==> src/rtl/dmem_arbiter.sv <==
// Data-memory port arbiter: NUM_CH requesters share one data-cache port.
// Grant is registered; selection is fixed-priority or round-robin; in-flight reads can be squashed on flush.
//
// state  | meaning
// -------+-----------------------------------------------------------
// S_IDLE | no transaction outstanding; a grant is chosen and latched
// S_BUSY | latched request driven to the cache until mem_resp_i
module dmem_arbiter #(
    parameter int unsigned NUM_CH = 2,
    parameter int unsigned ADDR_W = 32,
    parameter int unsigned DATA_W = 32,
    parameter bit          RR     = 1'b1,
    localparam int unsigned BE_W  = DATA_W / 8
) (
    input  logic                     clk_i,
    input  logic                     rst_i,
    input  logic                     flush_i,
    input  logic [NUM_CH-1:0]        req_read_i,
    input  logic [NUM_CH-1:0]        req_write_i,
    input  logic [NUM_CH*ADDR_W-1:0] req_addr_i,
    input  logic [NUM_CH*DATA_W-1:0] req_wdata_i,
    input  logic [NUM_CH*BE_W-1:0]   req_byte_enable_i,
    output logic [NUM_CH-1:0]        req_resp_o,
    output logic [DATA_W-1:0]        req_rdata_o,
    output logic                     mem_read_o,
    output logic                     mem_write_o,
    output logic [ADDR_W-1:0]        mem_address_o,
    output logic [DATA_W-1:0]        mem_wdata_o,
    output logic [BE_W-1:0]          mem_byte_enable_o,
    input  logic                     mem_resp_i,
    input  logic [DATA_W-1:0]        mem_rdata_i
);

    localparam int unsigned GW = (NUM_CH > 1) ? $clog2(NUM_CH) : 1;
    localparam logic [NUM_CH-1:0] CH_ONE = NUM_CH'(1);

    typedef enum logic {S_IDLE, S_BUSY} state_e;

    state_e            state_q, state_d;
    logic [GW-1:0]     grant_q, grant_d;
    logic [GW-1:0]     last_grant_q, last_grant_d;
    logic              write_q, write_d;
    logic              squash_q, squash_d;
    logic [ADDR_W-1:0] addr_q, addr_d;
    logic [DATA_W-1:0] wdata_q, wdata_d;
    logic [BE_W-1:0]   be_q, be_d;

    logic [NUM_CH-1:0] cand;
    logic              found;
    logic [GW-1:0]     sel;
    logic              sel_write;
    int unsigned       scan_idx;
    logic              resp_ok;

    assign cand = req_read_i | req_write_i;

    // Candidate selection; round-robin scans upward from the channel after the last grant.
    always_comb begin
        found    = 1'b0;
        sel      = '0;
        scan_idx = 0;
        if (RR) begin
            for (int k = 1; k <= NUM_CH; k++) begin
                scan_idx = (int'(last_grant_q) + k) % NUM_CH;
                if (!found && ((cand & (CH_ONE << scan_idx)) != '0)) begin
                    found = 1'b1;
                    sel   = GW'(scan_idx);
                end
            end
        end else begin
            for (int i = 0; i < NUM_CH; i++) begin
                if (!found && ((cand & (CH_ONE << i)) != '0)) begin
                    found = 1'b1;
                    sel   = GW'(i);
                end
            end
        end
    end

    // A channel raising both read and write is treated as a write.
    assign sel_write = (req_write_i & (CH_ONE << sel)) != '0;

    always_comb begin
        state_d      = state_q;
        grant_d      = grant_q;
        last_grant_d = last_grant_q;
        write_d      = write_q;
        squash_d     = squash_q;
        addr_d       = addr_q;
        wdata_d      = wdata_q;
        be_d         = be_q;
        case (state_q)
            S_IDLE: begin
                squash_d = 1'b0;
                if (found) begin
                    state_d      = S_BUSY;
                    grant_d      = sel;
                    last_grant_d = sel;
                    write_d      = sel_write;
                    addr_d       = ADDR_W'(req_addr_i >> (int'(sel) * ADDR_W));
                    wdata_d      = DATA_W'(req_wdata_i >> (int'(sel) * DATA_W));
                    be_d         = BE_W'(req_byte_enable_i >> (int'(sel) * BE_W));
                end
            end
            S_BUSY: begin
                if (flush_i && !write_q) begin
                    squash_d = 1'b1;
                end
                if (mem_resp_i) begin
                    state_d  = S_IDLE;
                    squash_d = 1'b0;
                end
            end
            default: state_d = S_IDLE;
        endcase
    end

    always_ff @(posedge clk_i) begin
        if (!rst_i) begin
            state_q      <= S_IDLE;
            grant_q      <= '0;
            last_grant_q <= GW'(NUM_CH - 1);
            write_q      <= 1'b0;
            squash_q     <= 1'b0;
            addr_q       <= '0;
            wdata_q      <= '0;
            be_q         <= '0;
        end else begin
            state_q      <= state_d;
            grant_q      <= grant_d;
            last_grant_q <= last_grant_d;
            write_q      <= write_d;
            squash_q     <= squash_d;
            addr_q       <= addr_d;
            wdata_q      <= wdata_d;
            be_q         <= be_d;
        end
    end

    // A flush landing in the response cycle itself also squashes a read.
    assign resp_ok = rst_i && (state_q == S_BUSY) && mem_resp_i &&
                     (write_q || !(squash_q || flush_i));

    assign req_resp_o        = resp_ok ? (CH_ONE << grant_q) : '0;
    assign req_rdata_o       = mem_rdata_i;
    assign mem_read_o        = (state_q == S_BUSY) && !write_q;
    assign mem_write_o       = (state_q == S_BUSY) && write_q;
    assign mem_address_o     = addr_q;
    assign mem_wdata_o       = wdata_q;
    assign mem_byte_enable_o = be_q;

endmodule
==> config.mk <==
export PLATFORM = sky130hd
export DESIGN_NAME = dmem_arbiter
export DESIGN_NICKNAME = d
export VERILOG_FILES = /design/src/rtl/dmem_arbiter.sv
export SDC_FILE = /design/constraint.sdc
export NUM_CORES = 1
export LEC_CHECK = 0
export BUFFER_PORTS_ARGS = -buffer_cell sky130_fd_sc_hd__buf_4
export CAP_MARGIN = 20
export CELL_PAD_IN_SITES_DETAIL_PLACEMENT = 0
export CELL_PAD_IN_SITES_GLOBAL_PLACEMENT = 1
export CORE_ASPECT_RATIO = 0.7
export CORE_UTILIZATION = 30
export CTS_CLUSTER_SIZE = 20
export DETAILED_ROUTE_END_ITERATION = 16
export PLACE_DENSITY_LB_ADDON = 0.1
export SYNTH_ARGS = -nofsm -noshare
export SYNTH_HDL_FRONTEND = slang
export SYNTH_SLANG_ARGS = --single-unit
==> constraint.sdc <==
create_clock -name clk_i -period 2.1 [get_ports clk_i]
set_clock_uncertainty 0.2 [all_clocks]
set_input_delay 0.105 -clock clk_i [delete_from_list [all_inputs] [get_ports clk_i]]
set_output_delay 0.105 -clock clk_i [all_outputs]
set_load 0.05 [all_outputs]
Yosys cells after proc, flatten, opt, wreduce, memory -nomap -nowiden
Cells that the tools add are included.
{"block": "word_totals", "ff_bits": 73, "output_inout_bits": 104, "elab_cells": 50, "inputBits": 176}
{"block": "classes", "n_shift": 7, "n_reduce_logical": 16, "bitwise": 5, "n_eq_ne": 1, "add_sub_neg": 2, "mux": 11}
{"cell": "64-bit by 6-bit >> shifter with 32-bit output", "count": 2}
{"cell": "1-bit 2-to-1 mux", "count": 8}
{"cell": "1-bit by 1-bit << shifter with 2-bit output (first input constant)", "count": 4}
{"cell": "8-bit by 3-bit >> shifter with 4-bit output", "count": 1}
{"cell": "1-bit logical AND", "count": 7}
{"cell": "2-bit AND", "count": 3}
{"cell": "2-bit nonzero test", "count": 3}
{"cell": "1-bit case mux with 2 select lines", "count": 2}
{"cell": "1-bit logical NOT", "count": 3}
{"cell": "3-bit by 2-bit inequality test with 1-bit output (second input constant)", "count": 1}
{"cell": "1-bit adder (second input constant)", "count": 2}
{"cell": "1-bit logical OR", "count": 2}
{"cell": "2-bit 2-to-1 mux", "count": 1}
{"cell": "2-bit bitwise OR", "count": 1}
{"cell": "2-bit AND reduction", "count": 1}
{"cell": "1-bit NOT", "count": 1}

Longest topological paths before layout
{"block": "depth", "depth_word": 11, "mapped_depth": 6, "mapped_depth_nobuf": 3}

Least setup slack after synthesis
OpenSTA, ideal clock, no wires.
{"block": "synth_path", "kind": "register -> output", "startpoint": "register state_q", "endpoint": "output req_resp_o[0]", "slack_ps": 39, "t_required_ps": 1795, "n_path_buf": 3, "path_stages_with_launch": 6, "arrival_time_ps": 1756, "cell_sequence": "dfxtp_1 > buf_2 > clkbuf_1 > clkbuf_1 > o2111ai_1 > nor2_1"}
{"block": "synth_between", "elab_chain_cells": 4}
{"item": "start: declaration", "line_no": "39", "source": "state_e state_q, state_d;"}
{"item": "start signal: assignment", "line_no": "129", "source": "state_q <= state_d;"}
{"item": "1-bit logical AND (3 in a row)", "line_no": "141", "source": "assign resp_ok = rst_i && (state_q == S_BUSY) && mem_resp_i &&"}
{"item": "2-bit 2-to-1 mux", "line_no": "144", "source": "assign req_resp_o = resp_ok ? (CH_ONE << grant_q) : '0;"}
{"item": "end: declaration", "line_no": "23", "source": "output logic [NUM_CH-1:0] req_resp_o,"}
No other way between the ends.

Final worst setup path
{"block": "layout_path", "startpoint": "input req_write_i[1]", "endpoint": "register wdata_q[8] (netlist: mem_wdata_o[8])"}
{"block": "layout_between", "elab_chain_cells": 8, "elab_cells_between_ends": 13, "cone_classes": "shift: 1; mux: 4; bitwise: 3; reduce/logical: 5"}
{"item": "start: declaration", "line_no": "19", "source": "input logic [NUM_CH-1:0] req_write_i,"}
{"item": "2-bit bitwise OR *", "line_no": "55", "source": "assign cand = req_read_i | req_write_i;"}
{"item": "2-bit AND", "line_no": "65", "source": "if (!found && ((cand & (CH_ONE << scan_idx)) != '0)) begin"}
{"item": "2-bit nonzero test", "line_no": "65"}
{"item": "1-bit 2-to-1 mux", "line_no": "65"}
{"item": "1-bit logical NOT", "line_no": "65"}
{"item": "1-bit logical AND", "line_no": "65"}
{"item": "1-bit 2-to-1 mux", "line_no": "65"}
{"item": "64-bit by 6-bit >> shifter with 32-bit output / 2-bit AND reduction (equally long branches)"}
{"item": "end signal: assignment", "line_no": "135", "source": "wdata_q <= wdata_d;"}
{"item": "end: declaration", "line_no": "45", "source": "logic [DATA_W-1:0] wdata_q, wdata_d;"}
Every way passes the cells marked *; elsewhere a longest branch is shown, timed or not.
A chain may end at the register's enable or synchronous reset.

==> impl_metrics.json <==
{
  "postCtsSetupBuffers": 0,
  "synthesis.area_mm2": 0.00408,
  "final_cell_mix": "buf_4 (223), dfxtp_1 (72), a21boi_0 (70), dlygate4sd3_1 (69), a311o_1 (68)",
  "vias_per_cell": 5.52,
  "total_power_mw": 5.45,
  "rsz0062_at_grt": "no",
  "grt_use_total_pct": 20.4,
  "yosysUniqueCellTypes": 24,
  "clk_pin_slew_ns": 0.06,
  "fin_cells": 807,
  "fp.dieH_um": 99.6,
  "totalWireLength_um": 14700,
  "drt_pre_antenna_iters": 4,
  "die_area_mm2": 0.0141,
  "ys_seq_area_share_pct": 35.8,
  "drc": 0,
  "dr_total_vias": 4451,
  "finish.utilization_pct": 51.1,
  "ir_drop_mv": 0.378,
  "syn_inst": 398,
  "fin_setup_tns_ns": 0,
  "grt_first_pass_wirelength_um": 22800,
  "setup_viol_count_final": 0,
  "clk_latency_ns": 0.33,
  "period_share_pct": 95.7,
  "status": "finished, final reports clean",
  "dp.cells": 722,
  "slew_violations": 0,
  "clock-sinks": 73,
  "final_common_cell": "buf_4",
  "clock-root-buffer": "clkbuf_16",
  "wl_per_cell_um": 18.3,
  "initial_utilization_pct": 30.9,
  "cp.required_ns": 2.12,
  "whs_ns": 0.0100,
  "coreArea_mm2": 0.0132,
  "max-slew-margin-rel_pct": 53.2,
  "dp_hpwl_um": 9420,
  "drtIter0Drc": 137,
  "antennaDiodeCount": 0,
  "power.leakage_nw": 2.92,
  "synth_area_leaders": "dfxtp_1 (36%), o221a_2 (17%), a311o_1 (17%)",
  "hold_viol": 0,
  "grt_pass1_vias": 4493,
  "layout_min_cycle_time_ns": 2.01,
  "hold_path_class": "in2out",
  "worst_slack_ns": 0.0907,
  "synth_top_area_share_pct": 35.8,
  "grt_max_degree": 51,
  "io_pins": 280,
  "end_kind": "flop",
  "cp_max_fo": 50,
  "arrival_ns": 2.03,
  "ys_warn_count": 0,
  "syn_nets": 574,
  "postPlaceCellArea_mm2": 0.00569,
  "die_w_um": 141,
  "max_freq_mhz": 498,
  "final_antenna_net_count": 0,
  "finalWeightedCongestion": 0.734,
  "tightest_slew_ns": 0.700,
  "maxCapViolations": 0,
  "synth_area_leader_cell": "dfxtp_1",
  "powerDensity_mw_per_mm2": 805,
  "nets": 793,
  "synth_seq_cells": 73,
  "port_buffers": 215,
  "numCtsBuffers": 9,
  "fin_area_mm2": 0.00676,
  "antenna_found_initial": 0,
  "area_growth_syn_to_layout_pct": 65.6,
  "layout-drive-gt1-share_pct": 50.8,
  "std_cell_rows": 35,
  "critical_path_class": "in2reg",
  "start_kind": "primary input",
  "dp_slack_ns": 0.283,
  "cts_buffer_depth": 2,
  "htreeDepth": 3,
  "syn_area_per_cell_um2": 10.3,
  "cts_tree": "yes",
  "grt_overflow_total": 0
}
[repair_timing]
action / in CTS / in global routing
resized for setup: 0 / 2
endpoints found under the hold margin: 70 / 0
endpoints found under the setup margin: 0 / 1
hold buffers: 69 / 0
[metal layers]
layer  vias to the layer above  routed length, um  global-route usage (%)
li1                       2050                  -                       -
met1                      2197               6570                    24.7
met2                       170               6920                    34.3
met3                        34                994                    6.45
met4                         0                264                    6.37
met5                         -                  0                       0
[path summary, 6_finish.rpt]
path                                     start             end  slack, ns  cells after the start
worst min-delay path            mem_rdata_i[1]  req_rdata_o[1]       0.01                      0
worst min register to register         grant_q         grant_q       0.31                      2
worst max-delay path            req_write_i[1]  mem_wdata_o[8]       0.09                      6
worst max register to register         state_q        squash_q       0.19                      4
[critical path: stages]
cell	delay, ns
dlygate4sd3_1	0.55
buf_4	0.15
or2_4	0.39
buf_12	0.24
a311o_1	0.33
o221a_2	0.23
[Yosys cell counts]
| library cell | n |
|---|---|
| nor2b_1 | 3 |
| buf_4 | 33 |
| o2111a_1 | 1 |
| clkbuf_1 | 46 |
| a21boi_0 | 70 |
| nand2_1 | 1 |
| o21ai_1 | 1 |
| o221a_2 | 63 |
| o2111ai_1 | 1 |
| nand3b_1 | 2 |
| inv_1 | 2 |
| buf_2 | 14 |
| a311o_1 | 68 |
| nor3_1 | 1 |
| a21oi_1 | 1 |
| dfxtp_1 | 73 |
| nor2_1 | 5 |
| o21a_1 | 1 |
| or2_1 | 1 |
| o21ai_0 | 3 |
| o221a_1 | 5 |
| and2_1 | 1 |
| nand3_1 | 1 |
| nor4_4 | 1 |
[power breakdown]
part	internal [mW]	switching (mW)	total, mW	leakage, nW
registers	1.54	0.104	1.65	0.608
clock network	1.34	0.614	1.96	0.186
logic	0.815	1.03	1.84	2.13
total	3.70	1.74	5.45	2.92
[kinds of logic (layout without fill, tap and decap cells)]
kind of cell | Yosys count | after routing | share of synthesized area, %
AO/OA/AOI/OAI | 214 | 214 | 49.6
buffers and inverters | 95 | 319 | 12.2
flip-flops | 73 | 73 | 35.8
AND/OR/NAND/NOR | 16 | 16 | 2.45
[registers in the layout, indices dropped and copies added (netlist names)]
signal             flops
mem_byte_enable_o      4
last_grant_q           1
mem_address_o         32
mem_wdata_o           32
squash_q               1
write_q                1
state_q                1
grant_q                1
[cell type report]
| cell class | count | area, um2 |
|---|---|---|
| Clock buffer | 11 | 253 |
| Clock inverter | 5 | 125 |
| Fill cell | 1227 | 6460 |
| Inverter | 2 | 7.51 |
| Multi-Input combinational cell | 230 | 2150 |
| Sequential cell | 73 | 1470 |
| Tap cell | 185 | 231 |
| Timing Repair Buffer | 301 | 2540 |
Power figures use the tool's default switching activity.
